File: src/rtl/uart_genome_dumper.sv
// Transmit side of the genome UART link: serialises the active core configuration
// as a 42-byte .gnm frame (8N1, LSB first) that a genome loader can ingest unchanged.
module uart_genome_dumper #(
  parameter int          CLK_FREQ  = 27000000,
  parameter int          BAUD_RATE = 115200,
  parameter logic [7:0]  VERSION   = 8'h11
) (
  input  logic         clk,
  input  logic         rst,
  input  logic         start,
  input  logic [31:0]  poly_freq_in,
  input  logic [255:0] dna_in,
  input  logic         otp_en,
  output logic         uart_tx,
  output logic         tx_busy,
  output logic         frame_done
);

  localparam int         CLK_DIV   = CLK_FREQ / BAUD_RATE;
  localparam logic [15:0] BAUD_LAST = 16'(CLK_DIV - 1);
  localparam logic [5:0]  LAST_BYTE = 6'd41;

  localparam logic [2:0] S_IDLE  = 3'd0;
  localparam logic [2:0] S_START = 3'd1;
  localparam logic [2:0] S_DATA  = 3'd2;
  localparam logic [2:0] S_STOP  = 3'd3;
  localparam logic [2:0] S_DONE  = 3'd4;

  logic [2:0]   state_r;
  logic [15:0]  baud_cnt_r;
  logic [2:0]   bit_idx_r;
  logic [5:0]   byte_idx_r;
  logic [31:0]  freq_r;
  logic [255:0] dna_r;
  logic         otp_r;
  logic         baud_end_s;
  logic [7:0]   cur_byte_s;

  // Byte k of the frame; DNA is redacted to zero under the burn-on-read policy.
  function automatic logic [7:0] frame_byte(input logic [5:0] idx, input logic [31:0] freq,
                                            input logic [255:0] dna, input logic otp);
    logic [8:0] off;
    off = {idx - 6'd10, 3'b000};
    case (idx)
      6'd0:    frame_byte = 8'h41;
      6'd1:    frame_byte = 8'h54;
      6'd2:    frame_byte = 8'h4F;
      6'd3:    frame_byte = 8'h4D;
      6'd4:    frame_byte = VERSION;
      6'd5:    frame_byte = freq[7:0];
      6'd6:    frame_byte = freq[15:8];
      6'd7:    frame_byte = freq[23:16];
      6'd8:    frame_byte = freq[31:24];
      6'd9:    frame_byte = {7'b0000000, otp};
      default: begin
        if ((idx > LAST_BYTE) || otp) frame_byte = 8'h00;
        else                          frame_byte = dna[off +: 8];
      end
    endcase
  endfunction

  assign baud_end_s = (baud_cnt_r >= BAUD_LAST);
  assign cur_byte_s = frame_byte(byte_idx_r, freq_r, dna_r, otp_r);

  // Frame sequencer: bit timing, byte stepping and registered line/status outputs.
  always_ff @(posedge clk) begin
    if (rst) begin
      state_r    <= S_IDLE;
      baud_cnt_r <= 16'd0;
      bit_idx_r  <= 3'd0;
      byte_idx_r <= 6'd0;
      freq_r     <= 32'd0;
      dna_r      <= 256'd0;
      otp_r      <= 1'b0;
      uart_tx    <= 1'b1;
      tx_busy    <= 1'b0;
      frame_done <= 1'b0;
    end else begin
      case (state_r)
        S_IDLE: begin
          frame_done <= 1'b0;
          if (start) begin
            freq_r     <= poly_freq_in;
            dna_r      <= dna_in;
            otp_r      <= otp_en;
            baud_cnt_r <= 16'd0;
            bit_idx_r  <= 3'd0;
            byte_idx_r <= 6'd0;
            uart_tx    <= 1'b0;
            tx_busy    <= 1'b1;
            state_r    <= S_START;
          end else begin
            uart_tx <= 1'b1;
            tx_busy <= 1'b0;
          end
        end
        S_START: begin
          if (baud_end_s) begin
            baud_cnt_r <= 16'd0;
            bit_idx_r  <= 3'd0;
            uart_tx    <= cur_byte_s[0];
            state_r    <= S_DATA;
          end else begin
            baud_cnt_r <= baud_cnt_r + 16'd1;
          end
        end
        S_DATA: begin
          if (baud_end_s) begin
            baud_cnt_r <= 16'd0;
            if (bit_idx_r == 3'd7) begin
              uart_tx <= 1'b1;
              state_r <= S_STOP;
            end else begin
              bit_idx_r <= bit_idx_r + 3'd1;
              uart_tx   <= cur_byte_s[bit_idx_r + 3'd1];
            end
          end else begin
            baud_cnt_r <= baud_cnt_r + 16'd1;
          end
        end
        S_STOP: begin
          if (baud_end_s) begin
            baud_cnt_r <= 16'd0;
            if (byte_idx_r == LAST_BYTE) begin
              uart_tx    <= 1'b1;
              tx_busy    <= 1'b0;
              frame_done <= 1'b1;
              state_r    <= S_DONE;
            end else begin
              byte_idx_r <= byte_idx_r + 6'd1;
              uart_tx    <= 1'b0;
              state_r    <= S_START;
            end
          end else begin
            baud_cnt_r <= baud_cnt_r + 16'd1;
          end
        end
        S_DONE: begin
          frame_done <= 1'b0;
          tx_busy    <= 1'b0;
          uart_tx    <= 1'b1;
          state_r    <= S_IDLE;
        end
        default: begin
          frame_done <= 1'b0;
          tx_busy    <= 1'b0;
          uart_tx    <= 1'b1;
          state_r    <= S_IDLE;
        end
      endcase
    end
  end

endmodule

File: config.mk
export PLATFORM = sky130hd
export DESIGN_NAME = uart_genome_dumper
export DESIGN_NICKNAME = d
export VERILOG_FILES = /design/src/rtl/uart_genome_dumper.sv
export SDC_FILE = /design/constraint.sdc
export NUM_CORES = 1
export LEC_CHECK = 0
export CORE_ASPECT_RATIO = 2
export CORE_MARGIN = 5
export CORE_UTILIZATION = 50
export CTS_CLUSTER_DIAMETER = 100
export DETAILED_ROUTE_END_ITERATION = 12
export MAX_ROUTING_LAYER = met4
export PLACE_DENSITY = 0.79
export SKIP_CTS_REPAIR_TIMING = 1
export SYNTH_ARGS = -nofsm -noshare
export SYNTH_HDL_FRONTEND = slang
export SYNTH_SLANG_ARGS = --single-unit
File: constraint.sdc
create_clock -name clk -period 3.73 [get_ports clk]
set_input_delay 0.9325 -clock clk [delete_from_list [all_inputs] [get_ports clk]]
set_output_delay 0.9325 -clock clk [all_outputs]
set_load 0.01 [all_outputs]
== Word level (Yosys, flattened, before mapping) ==
Index checks and enable logic that the tools add are counted.
Operators by class
  $add $sub $neg: 4
  equal/unequal tests: 22
  multiplexer cells: 37
  reduce and logical (&&, ||, !) cells: 15
  $mul: 0
  bitwise gates (word level): 1
  div/mod/pow operators: 0
  shifts and indexed selects: 1
  order comparisons: 3
Operators with widths (count)
  $shiftx 256x10->8: 1
  $pmux 8 s10: 1
  $mux 16: 2
  $pmux 16 s2: 1
  $mux 3: 10
  $eq 6x3->1 const B: 4
  $mux 6: 3
  $add 16x1->16 const B: 1
  $ge 16x8->1 const B: 1
  $ne 2x2->1 const B: 8
  $eq 6x2->1 const B: 2
  $eq 6x4->1 const B: 2
  $mux 1: 12
  $pmux 3 s4: 1
  $pmux 6 s2: 1
  $reduce_and 5->1: 2
  $pmux 3 s3: 1
  $mux 8: 1
  $add 6x1->6 const B: 1
  $eq 3x2->1 const B: 2
  $eq 6x1->1 const B: 1
  $eq 6x6->1 const B: 1
  $gt 6x6->1 const B: 1
  $logic_not 6->1: 1
  19 further kinds: 22
Word-level totals
  ROM bits: 0
  word-level logic and storage cells: 93
  register bits: 320
  latch bits: 0
  output and inout bits: 3
  memories: 0
  memory bits (writable): 0

== Longest topological paths before layout ==
  word-level depth: 9
  gate-level depth with buffers: 13
  depth with buffers taken out: 10

== Worst setup path after synthesis ==
Ideal clock, no wire load.
  path type: reg-to-reg
  from: register byte_idx_r[1]
  to: register uart_tx
  arrival time: 2.996 ns
  stages on the path, launching flop included: 11
  slack: 0.608 ns
  buffers on the path: 1
  path through: dfxtp_1 -> inv_2 -> buf_6 -> ha_1 -> xor2_1 -> mux4_2 -> a221oi_1 -> o21ai_0 -> a22o_1 -> a221oi_1 -> o31ai_1
Between the ends
  longest elaborated chain between the ends: 9
  elaborated cells between the ends (all ways): 25
RTL lines
  from (decl): line 32  | logic [5:0] byte_idx_r;
  from (signal assigned): line 130  | byte_idx_r <= byte_idx_r + 6'd1;
  $sub 6x4->6 / $gt 6x6->1 (equally long branches): line 43, 56
  $shiftx 256x10->8 / $logic_or 1x1->1 (equally long branches): line 57, 56
  $mux 8: line 56  | if ((idx > LAST_BYTE) || otp) frame_byte = 8'h00;
  $pmux 8 s10: line 44  | case (idx)
  $bmux 1 s3: line 115  | uart_tx <= cur_byte_s[bit_idx_r + 3'd1];
  $mux 1 (not written as such): line 115
  $mux 1: line 110  | if (bit_idx_r == 3'd7) begin
  $mux 1: line 108  | if (baud_end_s) begin
  $pmux 1 s4 *: line 79  | case (state_r)
  to (signal assigned): line 101  | uart_tx <= cur_byte_s[0];
  to (signal assigned): line 115
  to (decl): line 14  | output logic uart_tx,
Mark *: on every way between the ends. The rest lies on a longest branch, timed or not. The select of a mux whose other input is x is not followed.
A chain may end at the register's enable or synchronous reset.

== Worst setup path in the final report ==
  from: register byte_idx_r[2]
  to: register uart_tx
The elaborated chain is that of the path after synthesis.

==> metrics.yaml <==
outcome: "completed"
hold_depth: 2
clk_pin_slew_ps: 70
chipHeight_um: 246
timing.critical_path.required_ps: 4170
r2r_start: "byte_idx_r[2]$_SDFFE_PP0P_"
switching_share_pct: 24.9
crit_arrival_ps: 3950
p_switching_mw: 1.91
multiInputGateArea_sq_mm: 0.00700
skew_ps: 11.8
holdPathEnd: "dna_r[228]$_SDFFE_PP0P_"
slowest_stage: "dfxtp_1"
power.internal_mw: 5.75
fp-row-count: 86
synth-edff-count: 0
finalWirelength_mm: 46.1
setup_slack_ps: 216
async_reset_ff_share_pct: 0
grt_max_degree: 171
detail_route.iter0.violations: 918
synth_seq_cells: 320
r2r_slack_ps: 220
grt_usage_pct: 29.3
cp-end-kind: "flip-flop"
grt_pass1_wl_mm: 69.3
preCtsSetupSlack_ps: 266
reg2reg_depth: 11
root_buffer: "clkbuf_16"
ant_nets: 0
period_share_pct: 94.2
syn_to_final_growth_pct: 29.9
start_util_pct: 50.7
gr-total-overflow: 0
startpoint_type: "flip-flop"
vias_per_cell: 5.61
clockBufferDepth: 3
place_inst: 2237
port_buffers: 294
drcViolationCount: 0
grt_pass1_vias: 12900
nFillCells: 2362
finalNetCount: 2219
synth_compound_area_share_pct: 14.8
synth_nets: 2000
drive_gt1_share_pct: 7.64
io_pins: 295
path_class: "flip-flop to flip-flop"
yosysUniqueCellTypes: 56
synth_adder_area_share_pct: 1.08
finalCriticalPeriod_ps: 3510
wl_per_cell_um: 20.0
synth.area.mux_share_pct: 11.6
slowest_delay_ps: 520
first_pass_iters: 6
vdd_drop_max_mv: 0.365
gp_congestion: 0.956
hold_viol: 0
yosysTopAreaCell: "dfxtp_1"
netlist_area_sq_mm: 0.0140
die_area_sq_mm: 0.0316
die-width_um: 128
cp_max_fo: 11
synth_top_cell_area_share_pct: 45.9
syn_inst: 1696
fmax_mhz: 285
yosys.area_share.simple_pct: 21.3
comb_power_share_pct: 13.2
power_leakage_nw: 6.56
ys_seq_area_share_pct: 45.9
fin_tns_setup_ps: 0
p_clk_share_pct: 37.8
hold_start: "dna_r[228]$_SDFFE_PP0P_"
antenna_found_initial: 20
rsz0062_at_grt: "false"
synth_top_family_by_area: "simple AND/OR/NAND/NOR gates"
max-cap-violations: 0
vias: 13000
synth_xor_area_share_pct: 1.12
cts_sinks: 320
core_area_sq_mm: 0.0275
synth_area_per_cell_sq_um: 8.23
numCtsBuffers: 28
dp_hpwl_mm: 34.6
regArea_sq_mm: 0.00641
ys_top_cells_by_area: "dfxtp_1, nand2_1, a21oi_1"
synth_flop_cell: "dfxtp_1"
setup_viol: 0
fin_cells: 2308
cts_tree: "built"
worst_pin_slew_ps: 1100
crit_chain: "inv_1 > ha_1 > xnor2_4 > buf_4 > mux4_2 > or4_1 > o21ai_1 > nor3_1 > a22o_1 > a221oi_1 > o31ai_1"
r2r-end: "uart_tx$_SDFFE_PP1P_"
power.density_mw_per_mm2: 422
clkLatencyLatePin_ps: 550
ys_warn_count: 0
drv_slew: 0
relSlewSlack_pct: 26.9
power.share.sequential_pct: 49.0
cts-htree-levels: 1
hold_path_class: "flip-flop to flip-flop"
-- power by group through the flow --
stage,clock (mW),sequential (mW),combinational (mW)
after global placement,0,3.82,0.989
after floorplan,0,3.77,0.516
after CTS,2.93,3.75,1.01
after detailed placement,0,3.83,1.01
after global routing,3.08,3.77,1.11
final,2.89,3.75,1.01
-- layout make-up --
class                           count  share of cell area [%]
Multi-Input combinational cell   1232                    38.6
Sequential cell                   320                    35.4
Timing Repair Buffer              325                    18.2
Clock buffer                       42                    4.60
Tap cell                          352                    2.43
Clock inverter                      9                   0.435
Antenna cell                       20                   0.276
Inverter                            8                   0.166
-- cell usage after synthesis, types with 4 or more instances --
master	count
nor3_1	16
clkbuf_1	116
nand4_1	10
mux4_2	61
nand3_1	18
xor2_1	11
xnor2_1	5
nor4_1	4
o21ai_0	19
nor2b_1	7
mux4_1	4
and3_1	7
a222oi_1	7
a211oi_1	9
nor2_1	45
mux2i_1	14
a21oi_1	309
a31oi_1	4
nand2_1	615
dfxtp_1	320
a221oi_1	7
ha_1	12
buf_2	14
inv_1	5
-- per-layer routing --
| layer | GRT usage, % | vias to the layer above | share of wire (%) |
|---|---|---|---|
| li1 | - | 6218 | - |
| met1 | 28.9 | 6077 | 33 |
| met2 | 51.4 | 523 | 54 |
| met3 | 2.60 | 140 | 4.6 |
| met4 | 23.7 | 0 | 8.9 |
| met5 | - | - | 0 |
-- how the worst max path moves through the flow --
stage                                from              endpoint  depth (start not counted)
2_1_floorplan  byte_idx_r[1]$_SDFFE_PP0P_  uart_tx$_SDFFE_PP1P_                         10
3_3_place_gp   byte_idx_r[2]$_SDFFE_PP0P_  uart_tx$_SDFFE_PP1P_                         11
3_5_place_dp   byte_idx_r[2]$_SDFFE_PP0P_  uart_tx$_SDFFE_PP1P_                         11
4_1_cts        byte_idx_r[2]$_SDFFE_PP0P_  uart_tx$_SDFFE_PP1P_                         11
5_1_grt        byte_idx_r[2]$_SDFFE_PP0P_  uart_tx$_SDFFE_PP1P_                         11
6_report       byte_idx_r[2]$_SDFFE_PP0P_  uart_tx$_SDFFE_PP1P_                         11
-- registers in the layout, indices dropped and copies added, names as in the netlist --
register,flops
uart_tx,1
state_r,3
freq_r,32
baud_cnt_r,16
dna_r,256
otp_r,1
bit_idx_r,3
frame_done,1
tx_busy,1
byte_idx_r,6
-- cell usage in the layout (no fill, tap or decap), types with 5 or more instances in the layout --
| master | synthesis | layout |
|---|---|---|
| inv_1 | 5 | 5 |
| nor3_1 | 16 | 16 |
| clkbuf_8 | 0 | 6 |
| nand2_1 | 615 | 615 |
| a222oi_1 | 7 | 7 |
| and3_1 | 7 | 7 |
| nor2_1 | 45 | 44 |
| xnor2_1 | 5 | 5 |
| nand4_1 | 10 | 10 |
| clkbuf_1 | 116 | 7 |
| clkbuf_16 | 0 | 29 |
| ha_1 | 12 | 12 |
| a221oi_1 | 7 | 7 |
| xor2_1 | 11 | 10 |
| a211oi_1 | 9 | 9 |
| mux4_2 | 61 | 61 |
| diode_2 | 0 | 20 |
| nor2b_1 | 7 | 7 |
| o21ai_0 | 19 | 19 |
| mux2i_1 | 14 | 14 |
| nand3_1 | 18 | 18 |
| a21oi_1 | 309 | 309 |
| buf_12 | 0 | 9 |
| clkdlybuf4s50_1 | 0 | 293 |
| buf_4 | 2 | 22 |
| dfxtp_1 | 320 | 318 |
-- critical path, delay by kind of cell, from the launching register on --
family	cells	cell delay, ps
adder cells (fa/ha/maj)	1	330
flip-flops	1	520
multiplexers	1	500
AO/OA/AOI/OAI	4	700
XOR/XNOR	1	410
buffers and inverters	2	420
AND/OR/NAND/NOR	2	500
-- metrics by stage --
| stage | area, sq um | total power, mW | hold WS (ps) | utilization (%) |
|---|---|---|---|---|
| final | 18100 | 7.66 | 452 | 65.8 |
| after global routing | 18100 | 7.95 | 468 | 65.8 |
| after CTS | 18100 | 7.69 | 454 | 65.7 |
| after detailed placement | 17200 | 4.83 | 445 | 62.3 |
| after global placement | 17200 | 4.80 | 439 | 62.3 |
| after floorplan | 14000 | 4.29 | 432 | - |
-- cells by family after synthesis --
| group | count (synthesis) |
|---|---|
| adder cells (fa/ha/maj) | 12 |
| buffers and inverters | 144 |
| flip-flops | 320 |
| AO/OA/AOI/OAI | 381 |
| AND/OR/NAND/NOR | 743 |
| XOR/XNOR | 17 |
| multiplexers | 79 |
No activity file was read; power rests on OpenSTA's default activity.
==> edit 1: new RTL, same flow settings <==
Make the reset (`rst`) asynchronous in one clocked block.
--- a/src/rtl/uart_genome_dumper.sv
+++ b/src/rtl/uart_genome_dumper.sv
@@ -63,7 +63,7 @@
   assign cur_byte_s = frame_byte(byte_idx_r, freq_r, dna_r, otp_r);
 
   // Frame sequencer: bit timing, byte stepping and registered line/status outputs.
-  always_ff @(posedge clk) begin
+  always_ff @(posedge clk or posedge rst) begin
     if (rst) begin
       state_r    <= S_IDLE;
       baud_cnt_r <= 16'd0;
Behaviour: differs if rst is asserted again (counterexample within 4 cycles, from zero or initial values and one cycle with rst high); with rst held inactive, the same outputs for 4 cycles.
==> edit 1 against the original RTL <==
Synthesized cell count is 39% lower; worst setup slack better by 0.39 ns; wire length is 12% lower; count of clock-buffer cells in the layout is 4 higher; sequential cell count stayed put; core utilization is 0.41 points lower; final area is 6.5% higher; synthesized area is 7.1% higher; first-iteration DRC count is 35% lower; clock skew is 0.0047 ns lower; hold slack better by 0.052 ns; critical path type unchanged; largest cell class is now flip-flops and latches; highest routed layer unchanged.
Power is not compared: it rests on default switching activity, and its combinational part moved more than twofold at a synthesized area within 25%.
==> edit 1: results (changes against the original RTL) <==
[outcome]
status = completed  ; unchanged

[cells_and_area]
finalNonFillerCells = 1721  ; was 2,308
n_fill_cell = 2144  ; was 2,362
post_route_cells_drive_above_1_share_pct = 33.1  ; was 7.64%

[synth]
synth_flop_cell = dfrtp_1  ; was dfxtp_1
synthArstFlopShare_pct = 100  ; was 0%
synthTopCellsByCount = dfrtp_1 (319), mux2_2 (294), mux4_2 (65), clkbuf_1 (43), nor2_1 (39)  ; was nand2_1 (615), dfxtp_1 (320), a21oi_1 (309), clkbuf_1 (116), mux4_2 (61)
yosysSeqAreaShare_pct = 53.6  ; was 45.9%
synth_area_leaders = dfrtp_1 (53%), mux2_2 (22%), mux4_2 (9.8%), clkbuf_1 (1.1%), ha_1 (1.0%)  ; was dfxtp_1 (46%), nand2_1 (17%), a21oi_1 (11%), mux4_2 (9.8%), clkbuf_1 (3.1%)
syn_nets = 1343  ; was 2,000
synth.avg_cell_area_um2 = 14.4  ; was 8.23 um^2

[global_route]
grt_max_degree = 107  ; was 171
grt_pass1_vias = 11000  ; was 12.9k
antenna_found_initial = 16  ; was 20
grt_pass1_wl_mm = 62.8  ; was 69.3 mm

[drt]
first_pass_iters = 5  ; was 6
num_vias = 9944  ; was 13.0k
dr.first_iter.drc_count = 595  ; was 918
wl_per_cell_um = 23.7  ; was 20.0 um

[critical_path]
cp_max_fo = 28  ; was 11
r2r_start = byte_idx_r[0]  ; was byte_idx_r[2]
critPathSlowestCell = dfrtp_4  ; was dfxtp_1
crit_path_max_incr_delay_ns = 0.83  ; was 0.52 ns
rrSetupSlack_ns = 0.61  ; was 0.22 ns
crit_family = simple AND/OR/NAND/NOR gates  ; was compound AO/OA/AOI/OAI gates
worst_ep_arrival_time_ns = 3.59  ; was 3.95 ns
r2r-end = uart_tx  ; unchanged

[worst_hold_path]
hold_start = dna_r[105]  ; was dna_r[228]
hold_path_depth = 1  ; was 2
hold_end = dna_r[105]  ; was dna_r[228]

[placement]
dp_hpwl_mm = 30.7  ; was 34.6 mm
routabilityCongestion = 0.925  ; was 0.956

[sta]
skew_ns = 0.00717  ; was 0.0118 ns

## edit 1: cells by family (layout without fill, tap and decap cells)
logic type      Yosys count  in the layout  synth area share, %
flops                   320            320                 53.6
fa+ha+maj                12             12                 1.00
simple gates            147            147                 4.95
compound gates           98             98                 4.35
xor+xnor                 11             11                0.820
mux                     371            371                 32.7
buf+inv                  80            382                 2.57
other cells               0             16                    0
## edit 1: through the flow
stage | cell area (um^2) | hold slack, ns | util, % | total power, mW | setup WS (ns)
finish | 19300 | 0.504 | 65.4 | 12.7 | 0.610
global route | 19300 | 0.514 | 65.4 | 13.4 | 0.424
CTS | 19300 | 0.507 | 65.3 | 12.9 | 0.629
detailed placement | 18400 | 0.491 | 62.2 | 9.94 | 0.647
global placement | 18400 | 0.484 | 62.2 | 9.71 | 0.654
floorplan | 15000 | 0.467 | - | 8.60 | -1.47
## edit 1: power breakdown
part	switching [mW]	internal (mW)	total, mW
clock	1.27	1.60	2.88
combinational	1.38	2.45	3.84
sequential	0.908	5.12	6.03
total	3.56	9.17	12.7
## edit 1: final cells by class
cell class | count | share of cell area [%]
antenna | 16 | 0.207
clock buffer | 46 | 4.56
clock inverter | 4 | 0.136
inverter | 9 | 0.194
multi-input combinational | 639 | 34.0
sequential | 320 | 41.5
tap | 364 | 2.36
timing repair buffer | 323 | 17.0
## edit 1: metal layers
| metal | GRT usage, % | part of all wire [%] | up-vias |
|---|---|---|---|
| met3 | 3.18 | 4.3 | 84 |
| met5 | - | 0 | - |
| met2 | 45.2 | 57 | 304 |
| li1 | - | - | 4446 |
| met4 | 11.2 | 4.2 | 0 |
| met1 | 26.7 | 35 | 5110 |
==> edit 2: new RTL, same settings <==
Made on the original files. Set the parameter `CLK_FREQ` to 20250000 (it was 27000000).
--- a/src/rtl/uart_genome_dumper.sv
+++ b/src/rtl/uart_genome_dumper.sv
@@ -1,7 +1,7 @@
 // Transmit side of the genome UART link: serialises the active core configuration
 // as a 42-byte .gnm frame (8N1, LSB first) that a genome loader can ingest unchanged.
 module uart_genome_dumper #(
-  parameter int          CLK_FREQ  = 27000000,
+  parameter int          CLK_FREQ  = 20250000,
   parameter int          BAUD_RATE = 115200,
   parameter logic [7:0]  VERSION   = 8'h11
 ) (
Formal check against the unedited RTL: same outputs for any inputs over 4 cycles, from zero or initial values and one cycle with rst high; that may be too few to reach the edited logic, so the function may still have changed.
==> edit 2 against the original RTL <==
Worst setup slack better by 0.44 ns; sequential cell count is the same; synthesized area grew 1.6%; final area grew 0.79%; power up 3.7%; wire length is 2.5% higher; clock power is 9.7% higher; core utilization is 0.75 points lower; critical endpoint unchanged; largest power group unchanged.
==> edit 2: results (changes against the original RTL) <==
[synth]
yosysSeqAreaShare_pct = 45.2  ; was 45.9%
synthTopCellsByCount = nand2_1 (620), dfxtp_1 (320), a21oi_1 (311), clkbuf_1 (107), nor2_1 (48)  ; was nand2_1 (615), dfxtp_1 (320), a21oi_1 (309), clkbuf_1 (116), mux4_2 (61)
synth.distinct_cells = 68  ; was 56
syn_nets = 2016  ; was 2,000
synth.avg_cell_area_um2 = 8.28  ; was 8.23 um^2

[global_route]
grt_pass1_wl_mm = 70.6  ; was 69.3 mm
antenna_found_initial = 15  ; was 20
gr-usage-met3_pct = 2.81  ; was 2.60%
grt_pass1_vias = 13300  ; was 12.9k
track_usage_pct = 29.3  ; about the same
grt_use_met1_pct = 28.3  ; was 28.9%
grt_max_degree = 207  ; was 171

[outcome]
status = completed  ; unchanged

[placement]
placed_cell_area_um2 = 17200  ; about the same
dp_slack_ns = 0.642  ; was 0.266 ns

[sta]
skew_ns = 0.0151  ; was 0.0118 ns
finalHoldWorstSlack_ns = 0.453  ; was 0.452 ns

[power]
switching_share_pct = 24.9  ; about the same
power.leakage_nw = 6.71  ; was 6.56 nW
intPower_mw = 5.97  ; was 5.75 mW

[drt]
num_vias = 13200  ; was 13.0k
dr.first_iter.drc_count = 1051  ; was 918
wl_mm = 47.3  ; was 46.1 mm
met1_length_mm = 15.3  ; was 15.1 mm

[cells_and_area]
nNetsFinal = 2225  ; was 2,219
finalNonFillerCells = 2316  ; was 2,308

[critical_path]
cp_max_fo = 45  ; was 11
r2r_start = byte_idx_r[1]  ; was byte_idx_r[2]
crit_path_max_incr_delay_ns = 0.59  ; was 0.52 ns
rrSetupSlack_ns = 0.65  ; was 0.22 ns

==> edit 2: cell type report <==
type                       count  area, um^2
tap                          356         445
sequential                   320        6410
antenna                       16        40.0
clock inverter                17         226
timing repair buffer         315        3190
multi-input combinational   1246        7140
fill                        2381        9810
inverter                      11        41.3
clock buffer                  35         778
==> edit 2: worst reg2reg max path, stage by stage, from the launching register on <==
cell and delay (ns):
dfxtp_4 0.35, buf_4 0.27, buf_4 0.59, mux4_2 0.45
mux4_1 0.53, or2b_1 0.25, o2111ai_2 0.08, a311o_1 0.20
a21o_1 0.09, a31o_1 0.13, a21oi_1 0.04
==> edit 2: cells by family after synthesis <==
kind of cell | after synthesis | share of synthesized area (%)
compound gates | 383 | 14.8
xor+xnor | 19 | 1.28
fa+ha+maj | 11 | 0.971
simple gates | 755 | 21.5
flops | 320 | 45.2
mux | 78 | 11.7
buf+inv | 147 | 4.54
